$ cat config.mk
export PLATFORM = sky130hd
export DESIGN_NAME = systolic_sequencer
export DESIGN_NICKNAME = d
export VERILOG_FILES = /design/src/rtl/systolic_sequencer.sv
export SDC_FILE = /design/constraint.sdc
export NUM_CORES = 1
export LEC_CHECK = 0
export BUFFER_PORTS_ARGS = -buffer_cell sky130_fd_sc_hd__buf_2
export CAP_MARGIN = 20
export CORE_AREA = 2 2 180 182
export CTS_CLUSTER_DIAMETER = 120
export DETAILED_ROUTE_END_ITERATION = 10
export DIE_AREA = 0 0 182 184
export SYNTH_ARGS = -nofsm -noshare
export SYNTH_HDL_FRONTEND = slang
export SYNTH_SLANG_ARGS = --single-unit
$ cat constraint.sdc
create_clock -name clk_i -period 8.5 [get_ports clk_i]
set_input_delay 0.85 -clock clk_i [delete_from_list [all_inputs] [get_ports clk_i]]
set_output_delay 0.85 -clock clk_i [all_outputs]
set_load 0.05 [all_outputs]
$ cat src/rtl/systolic_sequencer.sv
// Job controller for an H x W systolic MAC array: feeds skewed A/B beats, then drains results row-major.
// Optional cycle/stall counters are built when SYSTOLIC_SEQ_PERF_EN is defined.
module systolic_sequencer #(
   parameter int width_p        = 32,
   parameter int array_width_p  = 2,
   parameter int array_height_p = 2,
   parameter int k_width_p      = 16,
   localparam int cells_lp      = array_width_p * array_height_p,
   localparam int idx_w_lp      = (cells_lp > 1) ? $clog2(cells_lp) : 1
) (
   input  logic                                 clk_i,
   input  logic                                 reset_i,
   input  logic                                 start_i,
   input  logic [k_width_p-1:0]                 k_i,
   output logic                                 busy_o,
   output logic                                 done_o,
`ifdef SYSTOLIC_SEQ_PERF_EN
   output logic [31:0]                          cycles_o,
   output logic [31:0]                          stall_o,
`endif
   input  logic [width_p*array_height_p-1:0]    a_i,
   input  logic                                 a_valid_i,
   output logic                                 a_ready_o,
   input  logic [width_p*array_width_p-1:0]     b_i,
   input  logic                                 b_valid_i,
   output logic                                 b_ready_o,
   output logic [width_p*array_height_p-1:0]    row_o,
   output logic [array_height_p-1:0]            row_valid_o,
   input  logic [array_height_p-1:0]            row_ready_i,
   output logic [width_p*array_width_p-1:0]     col_o,
   output logic [array_width_p-1:0]             col_valid_o,
   input  logic [array_width_p-1:0]             col_ready_i,
   output logic [array_height_p-1:0]            flush_o,
   output logic                                 en_o,
   input  logic [width_p*cells_lp-1:0]          z_i,
   input  logic [cells_lp-1:0]                  z_valid_i,
   output logic [cells_lp-1:0]                  z_yumi_o,
   output logic [width_p-1:0]                   res_o,
   output logic [idx_w_lp-1:0]                  res_idx_o,
   output logic                                 res_valid_o,
   input  logic                                 res_ready_i
);

   typedef enum logic [2:0] {IDLE, FEED, SKEW, DRAIN, DONE} state_e;

   state_e                    state;
   logic [k_width_p-1:0]      k_len;
   logic [k_width_p-1:0]      beat;
   logic [idx_w_lp-1:0]       p;
   logic [idx_w_lp-1:0]       slot;
   logic                      adv;
   logic                      accept;
   logic                      last_beat;
   logic                      drain;
   logic                      xfer;
   logic                      pipe_busy;
   logic [array_height_p-1:0] row_busy;
   logic [array_width_p-1:0]  col_busy;
   logic [width_p-1:0]        z_lane [cells_lp];

   assign adv       = &row_ready_i & &col_ready_i;
   assign last_beat = (beat == k_len - k_width_p'(1));
   assign accept    = (state == FEED) & a_valid_i & b_valid_i & adv;
   assign a_ready_o = accept;
   assign b_ready_o = accept;
   assign en_o      = busy_o & adv;
   assign pipe_busy = (|row_busy) | (|col_busy);

   // Row skew pipes: lane i is i+1 stages deep and carries the last-beat tag for flush.
   for (genvar gi = 0; gi < array_height_p; gi++) begin : g_row
      logic [width_p-1:0] d [gi+1];
      logic               v [gi+1];
      logic               l [gi+1];
      always_ff @(posedge clk_i) begin
         if (reset_i) begin
            for (int s = 0; s <= gi; s++) begin
               d[s] <= '0;
               v[s] <= 1'b0;
               l[s] <= 1'b0;
            end
         end else if (adv) begin
            d[0] <= accept ? a_i[gi*width_p +: width_p] : '0;
            v[0] <= accept;
            l[0] <= accept & last_beat;
            for (int s = 1; s <= gi; s++) begin
               d[s] <= d[s-1];
               v[s] <= v[s-1];
               l[s] <= l[s-1];
            end
         end
      end
      always_comb begin
         row_busy[gi] = 1'b0;
         for (int s = 0; s <= gi; s++) row_busy[gi] = row_busy[gi] | v[s];
      end
      assign row_o[gi*width_p +: width_p] = d[gi];
      assign row_valid_o[gi]              = v[gi];
      assign flush_o[gi]                  = v[gi] & l[gi];
   end

   // Column skew pipes: lane j is j+1 stages deep.
   for (genvar gj = 0; gj < array_width_p; gj++) begin : g_col
      logic [width_p-1:0] d [gj+1];
      logic               v [gj+1];
      always_ff @(posedge clk_i) begin
         if (reset_i) begin
            for (int s = 0; s <= gj; s++) begin
               d[s] <= '0;
               v[s] <= 1'b0;
            end
         end else if (adv) begin
            d[0] <= accept ? b_i[gj*width_p +: width_p] : '0;
            v[0] <= accept;
            for (int s = 1; s <= gj; s++) begin
               d[s] <= d[s-1];
               v[s] <= v[s-1];
            end
         end
      end
      always_comb begin
         col_busy[gj] = 1'b0;
         for (int s = 0; s <= gj; s++) col_busy[gj] = col_busy[gj] | v[s];
      end
      assign col_o[gj*width_p +: width_p] = d[gj];
      assign col_valid_o[gj]              = v[gj];
   end

   // Drain: scan pointer p is row-major, the array stores cell (i,j) at slot i + j*W.
   for (genvar gz = 0; gz < cells_lp; gz++) begin : g_z
      assign z_lane[gz] = z_i[gz*width_p +: width_p];
   end

   assign drain       = (state == DRAIN);
   assign slot        = idx_w_lp'((int'(p) / array_width_p) + (int'(p) % array_width_p) * array_width_p);
   assign res_valid_o = drain & z_valid_i[slot];
   assign res_o       = drain ? z_lane[slot] : '0;
   assign res_idx_o   = drain ? p : '0;
   assign xfer        = res_valid_o & res_ready_i;

   always_comb begin
      z_yumi_o = '0;
      if (xfer) z_yumi_o[slot] = 1'b1;
   end

   always_ff @(posedge clk_i) begin
      if (reset_i) begin
         state  <= IDLE;
         busy_o <= 1'b0;
         done_o <= 1'b0;
         k_len  <= '0;
         beat   <= '0;
         p      <= '0;
      end else begin
         done_o <= 1'b0;
         case (state)
            IDLE: if (start_i) begin
               k_len <= k_i;
               beat  <= '0;
               p     <= '0;
               if (k_i != '0) begin
                  state  <= FEED;
                  busy_o <= 1'b1;
               end else begin
                  state  <= DONE;
                  done_o <= 1'b1;
               end
            end
            FEED: if (accept) begin
               if (last_beat) state <= SKEW;
               else           beat  <= beat + k_width_p'(1);
            end
            SKEW: if (!pipe_busy) state <= DRAIN;
            DRAIN: if (xfer) begin
               p <= p + idx_w_lp'(1);
               if (p == idx_w_lp'(cells_lp - 1)) begin
                  state  <= DONE;
                  busy_o <= 1'b0;
                  done_o <= 1'b1;
               end
            end
            DONE:    state <= IDLE;
            default: state <= IDLE;
         endcase
      end
   end

`ifdef SYSTOLIC_SEQ_PERF_EN
   always_ff @(posedge clk_i) begin
      if (reset_i || (state == IDLE && start_i)) begin
         cycles_o <= '0;
         stall_o  <= '0;
      end else begin
         if (busy_o && cycles_o != '1) cycles_o <= cycles_o + 32'd1;
         if ((state == FEED || state == SKEW) && !adv && stall_o != '1) stall_o <= stall_o + 32'd1;
      end
   end
`endif

endmodule

Word level (Yosys, flattened, before mapping)
Memory sizes are Yosys's and may differ from the RTL's.
Index checks and enable logic that the tools add are counted.
{ "op_classes": {"add_sub_neg": 4, "multipliers": 0, "n_div": 0, "order_cmp": 3, "n_eq_ne": 13, "shifts": 0, "mux": 64, "n_bitwise": 24, "n_reduce_logical": 19} }
{ "op_table": {"columns": ["operator", "count"], "rows": [
  ["32-bit two-way mux", 13],
  ["32-bit binary-select mux with 2-bit select", 1],
  ["32-bit OR reduction", 2],
  ["16-bit two-way mux", 3],
  ["16-bit one-hot mux with 2 select lines", 1],
  ["1-bit two-way mux", 29],
  ["3-bit two-way mux", 7],
  ["16-bit by 1-bit adder with 16-bit output, second input constant", 1],
  ["16-bit == test", 1],
  ["16-bit nonzero test", 1],
  ["16-bit by 1-bit subtractor with 16-bit output, second input constant", 1],
  ["1-bit OR", 13],
  ["2-bit != test, second input constant", 6],
  ["3-bit one-hot mux with 4 select lines", 1],
  ["1-bit AND", 10],
  ["3-bit by 2-bit == test with 1-bit output, second input constant", 2],
  ["2-bit two-way mux", 3],
  ["2-bit AND reduction", 3],
  ["6-bit AND reduction", 1],
  ["5-bit AND reduction", 1],
  ["4-bit two-way mux", 1],
  ["2-bit by 1-bit != test with 1-bit output, second input constant", 2],
  ["1-bit one-hot mux with 2 select lines", 2],
  ["2-bit one-hot mux with 2 select lines", 1],
  ["17 further kinds", 21]
]} }
{ "word_totals": {"regBits": 39, "latch_bits": 0, "ram_bits": 201, "romBits": 0, "in_bits": 286, "out_inout_bits": 178, "word_cells": 143, "memories": 10} }
{ "mem_list": {"columns": ["name", "words", "word_bits", "rd", "rd_ports_with_merged_regs", "wr", "line_no", "rtl"], "rows": [
  ["g_col[1].d", 2, 32, 2, 0, 2, "103", "logic [width_p-1:0] d [gj+1];"],
  ["g_row[1].d", 2, 32, 2, 0, 2, "71", "logic [width_p-1:0] d [gi+1];"],
  ["g_col[0].d", 1, 32, 1, 0, 1, "103", null],
  ["g_row[0].d", 1, 32, 1, 0, 1, "71", null],
  ["g_col[1].v", 2, 1, 2, 0, 2, "104", "logic v [gj+1];"],
  ["g_row[1].l", 2, 1, 2, 0, 2, "73", "logic l [gi+1];"],
  ["4 more memories", null, null, null, null, null, null, null]
]} }

Depth between registers and ports, before layout
Gate-level depths: netlist of the first run.
{ "depth": {"ltp_word": 7, "mapped_depth": 11, "depth_no_buf": 9} }

Worst setup path after synthesis of the first run
No wires, ideal clock.
{ "synth_timing": {"path_kind": "input -> register", "startpoint": "in reset_i", "endpoint": "mem g_col[0].d[0][0] (enable)", "setup_ps": 593, "arrival_ps": 5878, "required_ps": 7907, "setup_slack_ps": 2029, "path_stages": 2, "path_buffers": 1, "cell_sequence": "clkbuf_1 nand2b_1"} }
{ "synth_between": {"elab_chain_len": 4} }
{ "synth_lines": {"columns": ["element", "line_no", "rtl"], "rows": [
  ["from (decl)", "12", "input logic reset_i,"],
  ["1-bit two-way mux", "106", "if (reset_i) begin"],
  ["1-bit two-way mux", "112", "d[0] <= accept ? b_i[gj*width_p +: width_p] : '0;"],
  ["32-bit OR reduction (no source line)", null, null],
  ["1-bit two-way mux (no source line) *", null, null],
  ["to (decl)", "103", null]
]} }
Mark *: on every way between the ends. The rest lies on a longest branch, timed or not.

Worst setup path after layout of the first run
{ "layout_timing": {"startpoint": "reg state[1]", "endpoint": "out z_yumi_o[3]"} }
{ "layout_between": {"elab_chain_len": 4} }
{ "layout_lines": {"columns": ["element", "line_no", "rtl"], "rows": [
  ["from (decl)", "46", "state_e state;"],
  ["from (signal assigned)", "147", "state <= IDLE;"],
  ["from (signal assigned)", "161", "state <= FEED;"],
  ["from (signal assigned)", "164", "state <= DONE;"],
  ["3-bit by 2-bit == test with 1-bit output", "133", "assign drain = (state == DRAIN);"],
  ["1-bit AND", "135", "assign res_valid_o = drain & z_valid_i[slot];"],
  ["1-bit AND", "138", "assign xfer = res_valid_o & res_ready_i;"],
  ["4-bit two-way mux", "142", "if (xfer) z_yumi_o[slot] = 1'b1;"],
  ["to (decl)", "37", "output logic [cells_lp-1:0] z_yumi_o,"]
]} }
Every way passes these cells.

==> results of run 1 <==
cell usage after synthesis (2+ instances only):
cell and count:
and2_1 235, edfxtp_1 198, buf_4 69, nand2_1 59
clkbuf_1 42, dfxtp_1 39, mux4_2 33, a21oi_1 24
nor2_1 20, xnor2_1 15, or3_1 14, or4_1 14
nor3_1 12, o21ai_0 12, inv_1 8, nor4_1 8
o211ai_1 8, buf_1 7, nand3_1 7, ha_1 6
nand4_1 6, and3_1 5, xor2_1 5, mux2i_1 4
nand2b_1 4, a211oi_1 3, nor2b_1 3, a21oi_2 2
a311oi_1 2, a31oi_1 2, and4_1 2, buf_6 2
nor4b_1 2, o2111ai_1 2, o21ai_2 2, o22a_1 2
flip-flops by register name, indices dropped and copies added (netlist names):
register and cells:
state 3, beat 16, busy_o 1, g_row.v 2, k_len 16, p 2, g_col.v 1, g_row.d 96
g_col.d 96, done_o 1, g_row.l 3
through the flow:
step | worst slack (ns) | total power [mW] | cell area, um2 | instances
4_1_cts | 4.774 | 2.768 | 14290 | 1694
5_1_grt | 4.525 | 2.841 | 14330 | 1699
2_1_floorplan | 2.029 | 1.565 | 11330 | 900
3_3_place_gp | 5.382 | 1.661 | 13470 | 1646
6_report | 4.776 | 2.736 | 14340 | 1702
3_5_place_dp | 5.343 | 1.664 | 13470 | 1646
how the worst max path moves through the flow:
| stage | from | endpoint | slack (ns) | depth (start not counted) |
|---|---|---|---|---|
| after floorplan | reset_i | g_col[0].d[0][0] | 2.03 | 2 |
| after global placement | state[1] | z_yumi_o[3] | 5.38 | 6 |
| after detailed placement | state[1] | z_yumi_o[3] | 5.34 | 6 |
| after CTS | state[1] | z_yumi_o[3] | 4.77 | 6 |
| after global routing | state[1] | z_yumi_o[3] | 4.52 | 6 |
| final | state[1] | z_yumi_o[3] | 4.78 | 6 |
routing by layer:
| metal | global-route usage (%) | up-vias |
|---|---|---|
| met5 | 1.333 | - |
| met2 | 32.24 | 360 |
| li1 | - | 3900 |
| met3 | 5.903 | 63 |
| met4 | 5.000 | 16 |
| met1 | 23.41 | 3901 |
power breakdown:
| part | total, mW | internal, mW | switching (mW) |
|---|---|---|---|
| combinational | 0.312 | 0.103 | 0.209 |
| clock | 1.10 | 0.641 | 0.457 |
| sequential | 1.33 | 1.30 | 0.0211 |
| total | 2.74 | 2.05 | 0.686 |
worst register-to-register path: stages, from the launching register on:
cell and delay, ns:
dfxtp_1 0.36, inv_1 0.08, ha_1 0.27, or3b_1 0.45, nor4_1 0.42, o2111ai_1 0.23, nor4b_1 0.34, and4_4 0.46
o21ai_0 0.15, a21oi_1 0.15
cells by family after synthesis:
logic type	after synthesis	synth area share [%]
AO/OA/AOI/OAI	71	4.165
adder cells (fa/ha/maj)	6	0.6627
flip-flops	237	59.38
multiplexers	37	6.915
XOR/XNOR	20	1.546
buffers and inverters	131	6.882
AND/OR/NAND/NOR	398	20.45
cell type report:
cell class | instances | area share, %
Sequential cell | 237 | 46.93
Multi-Input combinational cell | 532 | 26.81
Timing Repair Buffer | 468 | 16.65
Clock buffer | 32 | 4.843
Tap cell | 402 | 3.508
Clock inverter | 16 | 0.9250
Inverter | 8 | 0.2094
Antenna cell | 7 | 0.1222
==> summary.txt, run 1 <==
STA
  – Hold Vio Cnt, Final: 0
  – Final setup TNS: 0 ns
  – Fin Clk Skew: 0.009585 ns
  – Final worst-path cycle share: 43.81%
  – RSZ-0062 raised after global routing: no
  – Worst-margin pin slew: 0.9610 ns
  – Fmax: 268.5 MHz
  – Worst hold slack: 0.4808 ns
  – # setup viols final: 0
  – Min Tclk post-route: 3.724 ns
  – Max-slew violations: 0
  – Max_slew headroom: 35.93%

Placement
  – DP HPWL: 25.09 mm
  – Gpl congestion: 0.9463
  – PortBufs: 463

Drt
  – WL met2: 16.38 mm
  – Vias post-DR: 8,240
  – Top layer reached by signal wires: met5
  – Drt drc: 0
  – Final wirelength: 33.13 mm
  – Post-DR vias/cell: 4.841
  – Post-Route M1 WL: 13.12 mm
  – DRT Pass-1 Iters: 4
  – DR WL met3: 2.745 mm
  – Drt initial violations: 543
  – Post-route ant nets: 0
  – Routed WL per cell: 19.46 um

Synth
  – FF+latch count, synth: 237
  – Area contributors post-synth: edfxtp_1 52%, and2_1 13%, dfxtp_1 6.9%, mux4_2 6.6%, buf_4 4.6%
  – Post-synth top area share: 52.49%
  – Mapped Cells: 900
  – Post-Syn Area per Cell: 12.59 um2
  – Synthesized Nets: 1,192
  – Sequential share of the synthesized area: 59.38%
  – Syn. warnings: 0
  – Post-Syn Area: 11,330 um2
  – Post-synth EDFFs: 198
  – Prevailing post-synth register cell: edfxtp_1
  – Leading area contributor after synthesis: edfxtp_1
  – Synth cell types: 58
  – Post-synthesis async set-or-reset flop share: 0%

Floorplanning
  – Row Count: 65
  – Die ar.: 33,490 um2
  – Ports: 464
  – Die Ht: 184 um
  – Die width: 182 um
  – Core area: 31,390 um2
  – Starting Density: 36.08%

Critical path
  – CP Launch Type: flip-flop
  – Worst R2R End: beat[2]
  – Max incr delay on CP: 0.80 ns
  – Slowest CP cell: and2_1
  – Crit path buffers/inverters: 2
  – Worst reg2reg path startpoint: k_len[0]
  – CP delay by family, top: simple AND/OR/NAND/NOR gates
  – Critical Path RT: 7.65 ns
  – Worst path arrival time: 2.87 ns
  – Crit path cell chain: nor2b_1 -> and2_1 -> and3_1 -> nand2_1 -> inv_1 -> buf_2
  – R2R cell count: 9
  – Register-to-Register Setup Slack: 5.50 ns
  – Critical Path Fanout Max: 35
  – Crit path kind: reg2out
  – Worst Setup End Kind: output port

CTS
  – Clock buffer count from CTS: 27
  – CTS Sinks: 237
  – H-Tree Level Count: 1
  – Hold-fix buffers, CTS: 0
  – CTS tree: built
  – Worst skew pair latency: 0.53 ns
  – Post-CTS Setup Inserts: 0
  – Post-cts resize count: 0
  – Max Buffers Root-to-Sink: 3
  – CTS clk-pin slew, worst paths: 0.06 ns
  – Root Driver: clkbuf_16

Layout
  – Fillers: 2,918
  – Seq. cell area: 6729 um2
  – P&R area growth vs syn: 26.58%
  – Area occupied by multi-input gates: 3844 um2
  – Commonest non-fill, non-tap cell in the layout: buf_2
  – Layout Utilization: 45.67%
  – Share of post-route cells with drive strength above 1: 42.77%
  – Most frequent cells in the layout: 463 x buf_2, 235 x and2_1, 198 x edfxtp_1
  – Nets: 1,566

Job
  – Max cap viols: 0

Global route
  – GRT Util Overall: 18.99%
  – Vias in the first global route: 8,075
  – Largest net degree at the start of global routing: 166
  – GRT Residual Overflow: 0
  – First-pass GRT wire length: 48.29 mm
  – Initial antenna violation count: 16

Worst hold path
  – Hold path startpoint: k_len[15]
  – Hold WC Path Type: reg2reg
  – Hold EP: k_len[15]
  – Worst hold stages: 2

Power
  – Leakage: 6.191 nW
  – Pwr/cell area: 190.8 nW/um2
  – Max VDD drop: 121.0 uV

Run status
  – Run status: complete, no violations
(Power assumes the default switching activity.)
==> run 2, diff against run 1 <==
==> constraint.sdc (replaced) <==
create_clock -name clk_i -period 3.7 [get_ports clk_i]
set_input_delay 0.37 -clock clk_i [delete_from_list [all_inputs] [get_ports clk_i]]
set_output_delay 0.37 -clock clk_i [all_outputs]
set_load 0.05 [all_outputs]
==> summary.txt, run 2 (synthesized netlist as in run 1, its figures left out) <==
Critical path
  – CP Launch Type: flip-flop
  – Crit path cell chain: nor2b_1 -> and2_1 -> buf_4 -> and3_1 -> nand2_1 -> inv_1 -> buf_2
  – Max incr delay on CP: 0.41 ns
  – Slowest CP cell: dfxtp_1
  – Critical Path Fanout Max: 35
  – Crit path kind: reg2out
  – Critical Path RT: 3.33 ns
  – Worst Setup End Kind: output port
  – Worst path arrival time: 2.57 ns

Layout
  – Most frequent cells in the layout: 463 x buf_2, 235 x and2_1, 198 x edfxtp_1
  – Layout Utilization: 46.13%
  – Final instance area: 14,480 um2
  – P&R area growth vs syn: 27.84%
  – Commonest non-fill, non-tap cell in the layout: buf_2
  – Nets: 1,570
  – Largest regs: g_col.d: 96 flops, g_row.d: 96 flops
  – Share of post-route cells with drive strength above 1: 43.07%

Global route
  – GRT Util Overall: 18.94%
  – GRT Residual Overflow: 0
  – Largest net degree at the start of global routing: 112
  – Met2 Usage GRT: 32.81%
  – Initial antenna violation count: 14
  – Met3 Usage GRT: 6.200%
  – Met1 usage: 22.70%
  – First-pass GRT wire length: 48.39 mm
  – Vias in the first global route: 8,178
  – Busiest grt layer: met2

STA
  – Final worst-path cycle share: 79.40%
  – Worst-margin pin slew: 0.7840 ns
  – Hold Vio Cnt, Final: 0
  – RSZ-0062 raised after global routing: no
  – Max_slew headroom: 47.33%
  – Fmax: 340.4 MHz
  – Min Tclk post-route: 2.938 ns
  – # setup viols final: 0
  – Final setup TNS: 0 ns
  – Max-slew violations: 0
  – PnR worst setup slack: 0.7622 ns
  – Fin Clk Skew: 0.02765 ns

Drt
  – Post-route ant nets: 0
  – Routed WL per cell: 19.52 um
  – DRT Pass-1 Iters: 5
  – Final wirelength: 33.30 mm
  – Vias post-DR: 8,216
  – Drt initial violations: 553
  – Post-DR vias/cell: 4.816
  – Drt drc: 0

CTS
  – Max Buffers Root-to-Sink: 3
  – CTS clk-pin slew, worst paths: 0.06 ns
  – Worst skew pair latency: 0.55 ns
  – Root Driver: clkbuf_16
  – H-Tree Level Count: 1
  – Post-CTS Setup Inserts: 0
  – Post-cts resize count: 0
  – CTS Sinks: 237
  – Clock buffer count from CTS: 27
  – CTS tree: built
  – Hold-fix buffers, CTS: 0

Floorplanning
  – Die Ht: 184 um
  – Die ar.: 33,490 um2
  – Ports: 464
  – Starting Density: 36.08%
  – Die width: 182 um
  – Core area: 31,390 um2
  – Row Count: 65

Placement
  – DP HPWL: 25.25 mm
  – PortBufs: 463
  – Gpl congestion: 0.9384
  – Worst slack, placed: 0.8098 ns
  – Area post-placement: 13,540 um2

Power
  – Total power: 6.562 mW
  – Leakage: 6.265 nW
  – Max VDD drop: 277.9 uV
  – Pwr/cell area: 453.2 nW/um2

Job
  – Max cap viols: 0

Worst hold path
  – Hold WC Path Type: in2reg

Run status
  – Run status: complete, no violations
## run 2: changes by cell type in the layout (fill, tap and decap cells not counted), sizes merged
cell,before,now
buf,468,472
bufinv,2,5
clkbuf,32,31
clkinv,11,9
clkinvlp,2,1
diode,7,6
inv,9,11
## run 2: path summary, 6_finish.rpt
path / slack, ns / depth (start not counted) / start / to
setup reg to reg: 0.78 / 9 / k_len[0] / beat[2]
hold / removal: 0.08 / 3 / k_i[8] / k_len[8]
setup / recovery: 0.76 / 7 / state[1] / z_yumi_o[3]
hold reg to reg: 0.48 / 2 / k_len[15] / k_len[15]
## run 2: area by class of cell
type | instances | area [um2]
Clock buffer | 31 | 690.7
Fill cell | 2958 | 16910
Antenna cell | 6 | 15.01
Clock inverter | 18 | 234.0
Timing Repair Buffer | 472 | 2435
Multi-Input combinational cell | 532 | 3844
Tap cell | 402 | 503.0
Sequential cell | 237 | 6729
Inverter | 8 | 30.03
## run 2: power breakdown
part / leakage (nW) / internal, mW / switching, mW
Combinational: 3.44 / 0.242 / 0.480
Sequential: 2.38 / 3.00 / 0.0442
Clock: 0.451 / 1.69 / 1.10
Total: 6.27 / 4.93 / 1.63
## run 2: worst max-delay path, delay by kind of cell (launching register included)
kind                   cells  cell delay [ns]
buffers and inverters      3             0.70
flip-flops                 1             0.41
AND/OR/NAND/NOR            4             0.90
## run 2: metal layers
metal,routed length (um),part of all wire [%]
met2,16490,50
met1,13090,39
met4,746,2.2
met3,2852,8.6
met5,109,0.33
## run 2: through the flow
step / cells / hold slack, ns
3_5_place_dp: 1651 / 0.4691
4_1_cts: 1700 / 0.04916
2_1_floorplan: 900 / 0.4496
5_1_grt: 1703 / 0.07798
6_report: 1706 / 0.08376
3_3_place_gp: 1651 / 0.4626
==> run 3, diff against run 2 <==
--- a/config.mk
+++ b/config.mk
@@ -5,12 +5,14 @@
 export SDC_FILE = /design/constraint.sdc
 export NUM_CORES = 1
 export LEC_CHECK = 0
+export ABC_AREA = 1
 export BUFFER_PORTS_ARGS = -buffer_cell sky130_fd_sc_hd__buf_2
 export CAP_MARGIN = 20
 export CORE_AREA = 2 2 180 182
 export CTS_CLUSTER_DIAMETER = 120
 export DETAILED_ROUTE_END_ITERATION = 10
 export DIE_AREA = 0 0 182 184
+export PLACE_DENSITY = 0.66
 export SYNTH_ARGS = -nofsm -noshare
 export SYNTH_HDL_FRONTEND = slang
 export SYNTH_SLANG_ARGS = --single-unit
==> constraint.sdc (replaced) <==
create_clock -name clk_i -period 2.6 [get_ports clk_i]
set_input_delay 0.26 -clock clk_i [delete_from_list [all_inputs] [get_ports clk_i]]
set_output_delay 0.26 -clock clk_i [all_outputs]
set_load 0.05 [all_outputs]
==> summary.txt, run 3 <==
Global route
  – GRT Util Overall: 20.10%
  – First-pass GRT wire length: 52.01 mm
  – Largest net degree at the start of global routing: 102
  – Initial antenna violation count: 4
  – Vias in the first global route: 9,282
  – GRT Residual Overflow: 0

Job
  – Max cap viols: 0

Synth
  – FF+latch count, synth: 237
  – Sequential share of the synthesized area: 57.29%
  – Synthesized Nets: 1,514
  – Leading area contributor after synthesis: edfxtp_1
  – Mapped Cells: 1,222
  – Syn. warnings: 0
  – Post-synth EDFFs: 198
  – Synth cell types: 40
  – Post-synthesis async set-or-reset flop share: 0%
  – Post-synth top area share: 50.64%
  – Synth top cells by count: 251 x nor2_1, 232 x inv_1, 198 x edfxtp_1
  – Post-Syn Area: 11,740 um2
  – Prevailing post-synth register cell: edfxtp_1
  – Area contributors post-synth: edfxtp_1 51%, nor2_1 8.0%, inv_1 7.4%, dfxtp_1 6.6%, mux2i_1 5.5%
  – Count leader, synth: nor2_1
  – Post-Syn Area per Cell: 9.608 um2

Placement
  – Worst slack, placed: 0.2475 ns
  – DP HPWL: 27.34 mm
  – PortBufs: 463
  – Gpl congestion: 0.9710
  – Inst Count DP: 1,993

CTS
  – Root Driver: clkbuf_16
  – Worst skew pair latency: 0.54 ns
  – CTS tree: built
  – H-Tree Level Count: 1
  – Clock buffer count from CTS: 28
  – CTS clk-pin slew, worst paths: 0.06 ns
  – Max Buffers Root-to-Sink: 3
  – CTS Sinks: 237

Critical path
  – Worst path arrival time: 2.23 ns
  – CP delay by family, top: buffers and inverters
  – Critical Path RT: 2.34 ns
  – Crit path kind: reg2out
  – Worst path most repeated cell: buf_4
  – Crit path buffers/inverters: 4
  – Critical Path Fanout Max: 6
  – Slowest CP cell: dfxtp_1
  – Worst Setup End Kind: output port
  – CP Launch Type: flip-flop
  – Crit path cell chain: inv_1 -> nand3_4 -> nor2_4 -> clkinvlp_4 -> buf_4 -> o22ai_1 -> buf_4
  – Max incr delay on CP: 0.32 ns

STA
  – Worst-margin pin slew: 0.5809 ns
  – RSZ-0062 raised after global routing: no
  – Min Tclk post-route: 2.494 ns
  – Final worst-path cycle share: 95.94%
  – Max-slew violations: 0
  – Worst hold slack: 0.02269 ns
  – Fmax: 400.9 MHz
  – Max_slew headroom: 60.91%
  – Final setup TNS: 0 ns
  – Fin Clk Skew: 0.01295 ns
  – # setup viols final: 0
  – Hold Vio Cnt, Final: 0
  – PnR worst setup slack: 0.1057 ns

Drt
  – Routed WL per cell: 17.05 um
  – Drt initial violations: 565
  – Final wirelength: 35.37 mm
  – DRT Pass-1 Iters: 4
  – Post-route ant nets: 0
  – Vias post-DR: 9,577
  – Drt drc: 0
  – Post-DR vias/cell: 4.615

Layout
  – Commonest non-fill, non-tap cell in the layout: buf_2
  – Most frequent cells in the layout: 457 x buf_2, 250 x nor2_1, 231 x inv_1
  – Largest regs: g_col.d: 96 flops, g_row.d: 96 flops
  – P&R area growth vs syn: 30.58%
  – Layout Utilization: 48.84%
  – Fillers: 2,966
  – Nets: 1,942
  – Share of post-route cells with drive strength above 1: 34.69%
  – Fin cells: 2,075

Floorplanning
  – Die ar.: 33,490 um2
  – Core area: 31,390 um2
  – Ports: 464
  – Row Count: 65
  – Starting Density: 37.40%
  – Die Ht: 184 um
  – Die width: 182 um

Power
  – Max VDD drop: 592.7 uV
  – Leakage: 7.356 nW
  – Pwr/cell area: 739.0 nW/um2

Worst hold path
  – Hold WC Path Type: in2reg

Run status
  – Run status: complete, no violations
run 3: final cells by class:
| class | count | area [um2] | area share (%) |
|---|---|---|---|
| Multi-Input combinational cell | 634 | 3475 | 22.66 |
| Timing Repair inverter | 1 | 7.507 | 0.04896 |
| Tap cell | 402 | 503.0 | 3.281 |
| Inverter | 237 | 893.4 | 5.827 |
| Sequential cell | 237 | 6730 | 43.90 |
| Clock buffer | 37 | 734.5 | 4.790 |
| Antenna cell | 1 | 2.502 | 0.01632 |
| Timing Repair Buffer | 511 | 2828 | 18.44 |
| Clock inverter | 15 | 158.9 | 1.036 |
run 3: kinds of logic after synthesis:
family	Yosys count	synth area share, %
adders and majority gates	6	0.6394
buffers and inverters	351	13.61
AOI/OAI and AO/OA	84	4.369
and+or+nand+nor	453	16.61
DFF	237	57.29
xor gates and xnor gates	26	1.939
muxes	65	5.541
run 3: worst paths after layout:
check,from,endpoint,slack (ns),cells after the start
max,state[2],res_o[6],0.11,7
min,k_i[5],k_len[5],0.02,3
max reg2reg,k_len[0],beat[1],0.34,15
min reg2reg,k_len[15],k_len[15],0.48,2
run 3: worst min-delay path: stages:
cell	delay (ns)
buf_2	0.11
nand3_1	0.07
a21oi_1	0.06
run 3: power by group:
group	switching, mW	internal [mW]	total, mW
combinational	2.05	0.964	3.01
clock	1.51	2.28	3.79
sequential	0.189	4.34	4.53
run 3: routing by layer:
layer  vias up  GRT usage [%]  part of all wire, %
li1       4697              -                    -
met1      4502          25.21                   42
met2       326          35.76                   50
met3        52          3.962                  6.1
met4         0          4.710                  2.0
met5         -              0                    0
run 3: repair_timing:
item / in CTS / in global routing
pin swaps: 0 / 1
setup buffers: 3 / 1
setup endpoints to repair: 27 / 26
hold endpoints to repair: 24 / 0
gates resized for setup: 8 / 7
cloned: 1 / 0
hold buffers: 24 / 0
run 3: through the flow:
step / power, mW / instance area, um2
after CTS: 11.42 / 15300
after detailed placement: 7.546 / 14110
final: 11.33 / 15330
after global placement: 7.507 / 14110
after global routing: 11.85 / 15330
after floorplan: 6.789 / 11760
